==> src/rtl/pipe_pkg.sv <==
// rtl/pipe_pkg.sv - shared types and MEM->WB bundle layout for pipeline stages
package pipe_pkg;

    typedef enum logic [1:0] {
        EMPTY = 2'd0,
        ONE   = 2'd1,
        FULL  = 2'd2
    } pipe_state_t;

    // MEM->WB bundle field widths, packed MSB-first as RW,M2R,MDATA,ALU,RD,LS
    localparam int RW_W     = 1;
    localparam int M2R_W    = 1;
    localparam int MDATA_W  = 32;
    localparam int ALU_W    = 32;
    localparam int RD_W     = 5;
    localparam int LS_W     = 3;

    localparam int LS_LSB    = 0;
    localparam int RD_LSB    = LS_LSB + LS_W;
    localparam int ALU_LSB   = RD_LSB + RD_W;
    localparam int MDATA_LSB = ALU_LSB + ALU_W;
    localparam int M2R_LSB   = MDATA_LSB + MDATA_W;
    localparam int RW_LSB    = M2R_LSB + M2R_W;

    localparam int MEM_WB_W = RW_W + M2R_W + MDATA_W + ALU_W + RD_W + LS_W;

    typedef struct packed {
        logic               rw;
        logic               m2r;
        logic [MDATA_W-1:0] mdata;
        logic [ALU_W-1:0]   alu;
        logic [RD_W-1:0]    rd;
        logic [LS_W-1:0]    ls;
    } mem_wb_t;

    function automatic logic [1:0] occupancy_of(input pipe_state_t st);
        case (st)
            ONE:     return 2'd1;
            FULL:    return 2'd2;
            default: return 2'd0;
        endcase
    endfunction

endpackage

==> src/rtl/pipe_slot.sv <==
// rtl/pipe_slot.sv - data register with load enable, synchronous clear and async reset
module pipe_slot #(
    parameter int               WIDTH      = 74,
    parameter logic [WIDTH-1:0] RESET_DATA = '0
) (
    input  logic             clk,
    input  logic             rst,
    input  logic             load,
    input  logic             clear,
    input  logic [WIDTH-1:0] d,
    output logic [WIDTH-1:0] q
);

    // clear wins over load so a squash never lets a new bundle slip in
    always_ff @(posedge clk or posedge rst) begin
        if (rst) begin
            q <= RESET_DATA;
        end else if (clear) begin
            q <= RESET_DATA;
        end else if (load) begin
            q <= d;
        end
    end

endmodule

==> src/rtl/pipe_stage_skid.sv <==
// rtl/pipe_stage_skid.sv - valid/ready pipeline stage with flush and 2-entry skid buffer
module pipe_stage_skid
    import pipe_pkg::*;
#(
    parameter int               WIDTH             = MEM_WB_W,
    parameter logic [WIDTH-1:0] RESET_DATA        = '0,
    parameter bit               FLUSH_CLEARS_DATA = 1'b1
) (
    input  logic             Clk,
    input  logic             Reset,
    input  logic             Flush,
    input  logic             InValid,
    output logic             InReady,
    input  logic [WIDTH-1:0] InData,
    output logic             OutValid,
    input  logic             OutReady,
    output logic [WIDTH-1:0] OutData,
    output logic [1:0]       Occupancy
);

    pipe_state_t      state;
    pipe_state_t      state_next;
    logic             in_fire;
    logic             out_fire;
    logic             main_load;
    logic             skid_load;
    logic             main_from_skid;
    logic             clear_slots;
    logic [WIDTH-1:0] main_d;
    logic [WIDTH-1:0] main_q;
    logic [WIDTH-1:0] skid_q;

    // Handshake outputs depend only on state (and Reset), never on OutReady.
    assign InReady   = !Reset && (state != FULL);
    assign OutValid  = (state != EMPTY);
    assign OutData   = main_q;
    assign Occupancy = occupancy_of(state);

    assign in_fire  = InValid && InReady;
    assign out_fire = OutValid && OutReady;

    always_ff @(posedge Clk or posedge Reset) begin
        if (Reset) begin
            state <= EMPTY;
        end else begin
            state <= state_next;
        end
    end

    always_comb begin
        state_next     = state;
        main_load      = 1'b0;
        skid_load      = 1'b0;
        main_from_skid = 1'b0;
        clear_slots    = 1'b0;
        if (Flush) begin
            state_next  = EMPTY;
            clear_slots = FLUSH_CLEARS_DATA;
        end else begin
            case (state)
                EMPTY: begin
                    if (in_fire) begin
                        state_next = ONE;
                        main_load  = 1'b1;
                    end
                end
                ONE: begin
                    if (in_fire && out_fire) begin
                        main_load = 1'b1;
                    end else if (in_fire) begin
                        state_next = FULL;
                        skid_load  = 1'b1;
                    end else if (out_fire) begin
                        state_next = EMPTY;
                    end
                end
                FULL: begin
                    // the skid entry moves up; InReady is low so InData is ignored
                    if (out_fire) begin
                        state_next     = ONE;
                        main_load      = 1'b1;
                        main_from_skid = 1'b1;
                    end
                end
                default: state_next = EMPTY;
            endcase
        end
    end

    assign main_d = main_from_skid ? skid_q : InData;

    pipe_slot #(
        .WIDTH      (WIDTH),
        .RESET_DATA (RESET_DATA)
    ) u_main (
        .clk   (Clk),
        .rst   (Reset),
        .load  (main_load),
        .clear (clear_slots),
        .d     (main_d),
        .q     (main_q)
    );

    pipe_slot #(
        .WIDTH      (WIDTH),
        .RESET_DATA (RESET_DATA)
    ) u_skid (
        .clk   (Clk),
        .rst   (Reset),
        .load  (skid_load),
        .clear (clear_slots),
        .d     (InData),
        .q     (skid_q)
    );

endmodule

==> config.mk <==
export PLATFORM = sky130hd
export DESIGN_NAME = pipe_stage_skid
export DESIGN_NICKNAME = d
export VERILOG_FILES = /design/src/rtl/pipe_pkg.sv /design/src/rtl/pipe_slot.sv /design/src/rtl/pipe_stage_skid.sv
export SDC_FILE = /design/constraint.sdc
export NUM_CORES = 1
export LEC_CHECK = 0
export ABC_AREA = 1
export CAP_MARGIN = 10
export CORE_MARGIN = 4
export CORE_UTILIZATION = 45
export CTS_CLUSTER_SIZE = 16
export DETAILED_ROUTE_END_ITERATION = 8
export GPL_TIMING_DRIVEN = 0
export PLACE_DENSITY = 0.7
export RECOVER_POWER = 25
export SYNTH_ARGS = -nofsm -noshare
export SYNTH_HDL_FRONTEND = slang
export SYNTH_SLANG_ARGS = --single-unit
==> constraint.sdc <==
create_clock -name Clk -period 7.63 [get_ports Clk]
set_clock_uncertainty 0.2 [all_clocks]
set_input_delay 1.9075 -clock Clk [delete_from_list [all_inputs] [get_ports Clk]]
set_output_delay 1.9075 -clock Clk [all_outputs]
set_load 0.005 [all_outputs]
## Word-level counts from Yosys, hierarchy flattened

Index checks and enable logic that the tools add are counted.

- Add/sub/neg operators: 0
- $mul: 0
- Div/mod/pow operators: 0
- $lt $le $gt $ge: 0
- Equality and inequality tests: 7
- Shift operators: 0
- Muxes and demuxes: 24
- Bitwise operators: 0
- Reductions and logical operators: 10

Operators with widths:

| operator | number |
|---|---|
| $mux W74 | 5 |
| $mux W2 | 6 |
| $mux W1 | 10 |
| $ne A3 B3 Y1 const B | 3 |
| $pmux W2 S3 | 1 |
| $reduce_bool A2 Y1 | 3 |
| $logic_and A1 B1 Y1 | 4 |
| $ne A4 B4 Y1 const B | 1 |
| $pmux W2 S2 | 1 |
| $reduce_and A4 Y1 | 1 |
| $pmux W1 S3 | 1 |
| $eq A2 B1 Y1 const B | 1 |
| $eq A2 B2 Y1 const B | 1 |
| $logic_not A2 Y1 | 1 |
| $ne A2 B2 Y1 const B | 1 |
| $logic_not A1 Y1 | 1 |

- Register bits after elaboration: 150
- Latch bits: 0
- Bits in writable memories: 0
- Bits in read-only memories: 0
- Memories: 0

## Depth between registers and ports, before layout

- Word-level depth: 9
- Depth in mapped cells: 9

## Hierarchy

From an unflattened synthesis, not the netlist that was laid out.

- Cells, all modules: 762
- Area total of the unflattened synthesis: 7185.6 µm²

By module, submodules not included:

| module | times used | cells an instance | area each (µm²) |
|---|---|---|---|
| pipe_slot | 2 | 323 | 2925.3 |
| pipe_stage_skid | 1 | 116 | 1335.0 |

## Worst setup path before layout

OpenSTA, ideal clock, no wires.

- Path type: input to register
- Start point: in Reset
- End point: reg u_skid.q[10]
- Setup time: 126 ps
- Data arrival time: 6427 ps
- Data required time: 7304 ps
- Path slack: 878 ps
- Stages: 6
- Buffers on the path: 2
- Cells stage by stage: inv_1 -> nand4_1 -> o21ai_1 -> buf_4 -> buf_2 -> a21oi_1

- Longest elaborated chain between the ends: 8
- Elaborated cells between the ends (all ways): 9
- Those cells by class: mux (4); reduce/logical (5)

Ends and longest elaborated chain:

| element | RTL line | RTL |
|---|---|---|
| start: declaration | pipe_stage_skid.sv:10 | `input logic Reset,` |
| $logic_not A1 Y1 (no source line) (*) | n/a |  |
| $logic_and A1 B1 Y1 (*) | pipe_stage_skid.sv:34 | `assign InReady = !Reset && (state != FULL);` |
| $logic_and A1 B1 Y1 (*) | pipe_stage_skid.sv:39 | `assign in_fire = InValid && InReady;` |
| $mux W1 or $logic_and A1 B1 Y1 (tied branches) | pipe_stage_skid.sv:70, pipe_stage_skid.sv:68 |  |
| $mux W1 (*) | pipe_stage_skid.sv:68 | `if (in_fire && out_fire) begin` |
| $mux W1 (*) | pipe_stage_skid.sv:60 | `case (state)` |
| $mux W1 (*) | pipe_stage_skid.sv:56 | `if (Flush) begin` |
| $reduce_bool A2 Y1 (no source line) (*) | n/a |  |
| end signal: assignment | pipe_slot.sv:17 | `q <= RESET_DATA;` |
| end signal: assignment | pipe_slot.sv:19 | `q <= RESET_DATA;` |
| end signal: assignment | pipe_slot.sv:21 | `q <= d;` |
| end: declaration | pipe_slot.sv:11 | `output logic [WIDTH-1:0] q` |

Mark *: on every way between the ends. The rest lies on a longest branch, timed or not.
A chain may end at the register's enable or synchronous reset.

## Final worst setup path

- Start point: in Reset
- End point: out InReady

- Longest elaborated chain between the ends: 2

Ends and longest elaborated chain:

| element | RTL line | RTL |
|---|---|---|
| $logic_not A1 Y1 (no source line) | n/a |  |
| $logic_and A1 B1 Y1 | pipe_stage_skid.sv:34 |  |
| end: declaration | pipe_stage_skid.sv:13 | `output logic InReady,` |

Every way passes these cells.

==> results.yml <==
critical_path:
  worstPathArrival_ps: 3300
  cp-end-kind: "primary output"
  critPathMaxFanout: 2
  cp.required_ps: 5520
  critPathKind: "in -> out"
  crit_path_start_kind: "input pin"
  r2r_slack_ps: 5660
sta:
  finalCritPeriodShare: 0.7092
  hold_violations: 0
  finalSetupViolCount: 0
  timing.slew.headroom: 0.4070
  whs_ps: 270.9
  layout_min_cycle_time_ps: 5411
  setup-tns-final_ps: 0
  drv_slew: 0
  rsz0062_at_grt: "no"
  fmax_mhz: 184.8
  layout_setup_ws_ps: 2219
  tightest_slew_ps: 889.4
global_routing:
  first_global_vias: 6946
  grt_pass1_wl_um: 35560
  track_usage: 0.2453
  antenna_found_initial: 0
  grt_max_degree: 97
  overflow: 0
final_layout:
  areaGrowthSynthToFinish_pct: 33.08
  post-route-cell-area_um2: 9711
  mostFrequentLayoutCell: "nand2_1"
  diodes: 0
  nets: 1197
  layout_common_cells: "nand2_1, nand3_1, clkdlybuf4s50_1"
  fin_util: 0.6113
  fin_cells: 1347
  drive_gt1_frac: 0.08311
drt:
  drt_iter0_drc: 746
  vias: 7264
  dr.pass1.iters: 5
  post_drt_wl_per_cell_um: 16.50
  routed_wl_um: 22230
  drc_errors: 0
  viasPerCell: 5.393
  ant_nets: 0
pwr:
  ir_drop_mv: 0.1591
  power_mw: 2.088
  power_density_nw_per_um2: 215.0
  power_leakage_nw: 4.985
cts:
  cts_root_buf: "clkbuf_16"
  clkTransAtPathRegs_ps: 60
  clock_path_buffers: 2
  insertion_delay_ps: 430
  post_cts_resized: 0
  cts.sinks: 150
  cts_tree: "done"
  cts_setup_buffers: 0
  cts_hold_buf: 0
  h-tree-depth: 4
  cts-buffers-inserted: 17
synth:
  syn_area_um2: 7297
  yosys.cell_types.count: 15
  syn_inst: 942
  yosysWarnings: 0
  syn_nets: 1021
  synth_area_per_cell_um2: 7.746
  synth-seq-area-share: 0.5144
  ys_ff_latch: 150
status:
  status: "finished, final reports clean"
placed_design:
  pre_cts_ws_ps: 2353
  dp.cells: 1315
  place_area_um2: 9161
  port_buffers: 156
  hpwl_um: 15390
  place_congestion: 0.8460
flow_run:
  maxCapViolations: 0
die:
  floorplan.initialDensity: 0.4594
  dieArea_um2: 18320
  rows: 46
  coreArea_um2: 15890
  die_h_um: 135.3
  dieWidth_um: 135.3
  io-pin-count: 157
worst_hold_path:
  hold_path.class: "reg -> reg"
[layout make-up]
class / count / area [um^2]
plain buffers: 87 / 416.7
flip-flops and latches: 150 / 3754
inverters: 12 / 50.05
multi-input cells: 693 / 3082
clock inverters: 8 / 47.55
well taps: 216 / 270.3
clock buffers: 24 / 501.7
repair buffers: 157 / 1589
fillers: 1501 / 6175
[flip-flops by register name, indices dropped and copies added, names as in the netlist]
signal / flops
u_main.q: 74
u_skid.q: 74
state: 2
[path summary, 6_finish.rpt]
kind                                           from                        to  cells past startpoint
max reg2reg                    state[0]$_DFFE_PP0P_  u_main.q[40]$_DFFE_PP0P_                      7
max                                           Reset                   InReady                      3
min                        u_skid.q[59]$_DFFE_PP0P_  u_skid.q[59]$_DFFE_PP0P_                      2
min in group asynchronous                     Reset  u_main.q[23]$_DFFE_PP0P_                      2
max in group asynchronous                     Reset  u_main.q[60]$_DFFE_PP0P_                      3
min reg2reg                u_skid.q[59]$_DFFE_PP0P_  u_skid.q[59]$_DFFE_PP0P_                      2
[power breakdown]
group / switching (mW) / total, mW / internal [mW]
sequential: 0.0335 / 0.887 / 0.853
combinational: 0.243 / 0.418 / 0.175
clock: 0.327 / 0.783 / 0.456
total: 0.604 / 2.09 / 1.48
[layer usage]
| metal | track usage | up-vias | share of wire | wire, um |
|---|---|---|---|---|
| li1 | - | 3498 | - | - |
| met1 | 0.3492 | 3476 | 0.45 | 9977 |
| met2 | 0.3902 | 261 | 0.47 | 10520 |
| met3 | 0.03529 | 29 | 0.059 | 1305 |
| met4 | 0.07783 | 0 | 0.019 | 425 |
| met5 | 0 | - | 0 | 0 |
[critical path: stages]
cell,delay [ps]
dlygate4sd3_1,610
nor2_1,240
clkdlybuf4s50_1,550
[Yosys cell counts]
master    number  area, um^2
inv_1          9       33.78
nand4_1       42       262.8
nand2_2        1       6.260
o21ai_0        3       15.01
buf_4          7       52.55
buf_1         14       52.55
nand2_1      313        1175
o21ai_1        1       5.000
a21oi_1       35       175.2
dfrtp_1      150        3754
nand3_1      259        1296
inv_2          3       11.26
nor2_1        39       146.4
clkbuf_1      15       56.30
buf_2         51       255.2
[kinds of logic after synthesis]
group	synth area share
simple gates	0.3956
compound gates	0.02675
flops	0.5144
buf+inv	0.06327
No activity file was read; power rests on OpenSTA's default activity.
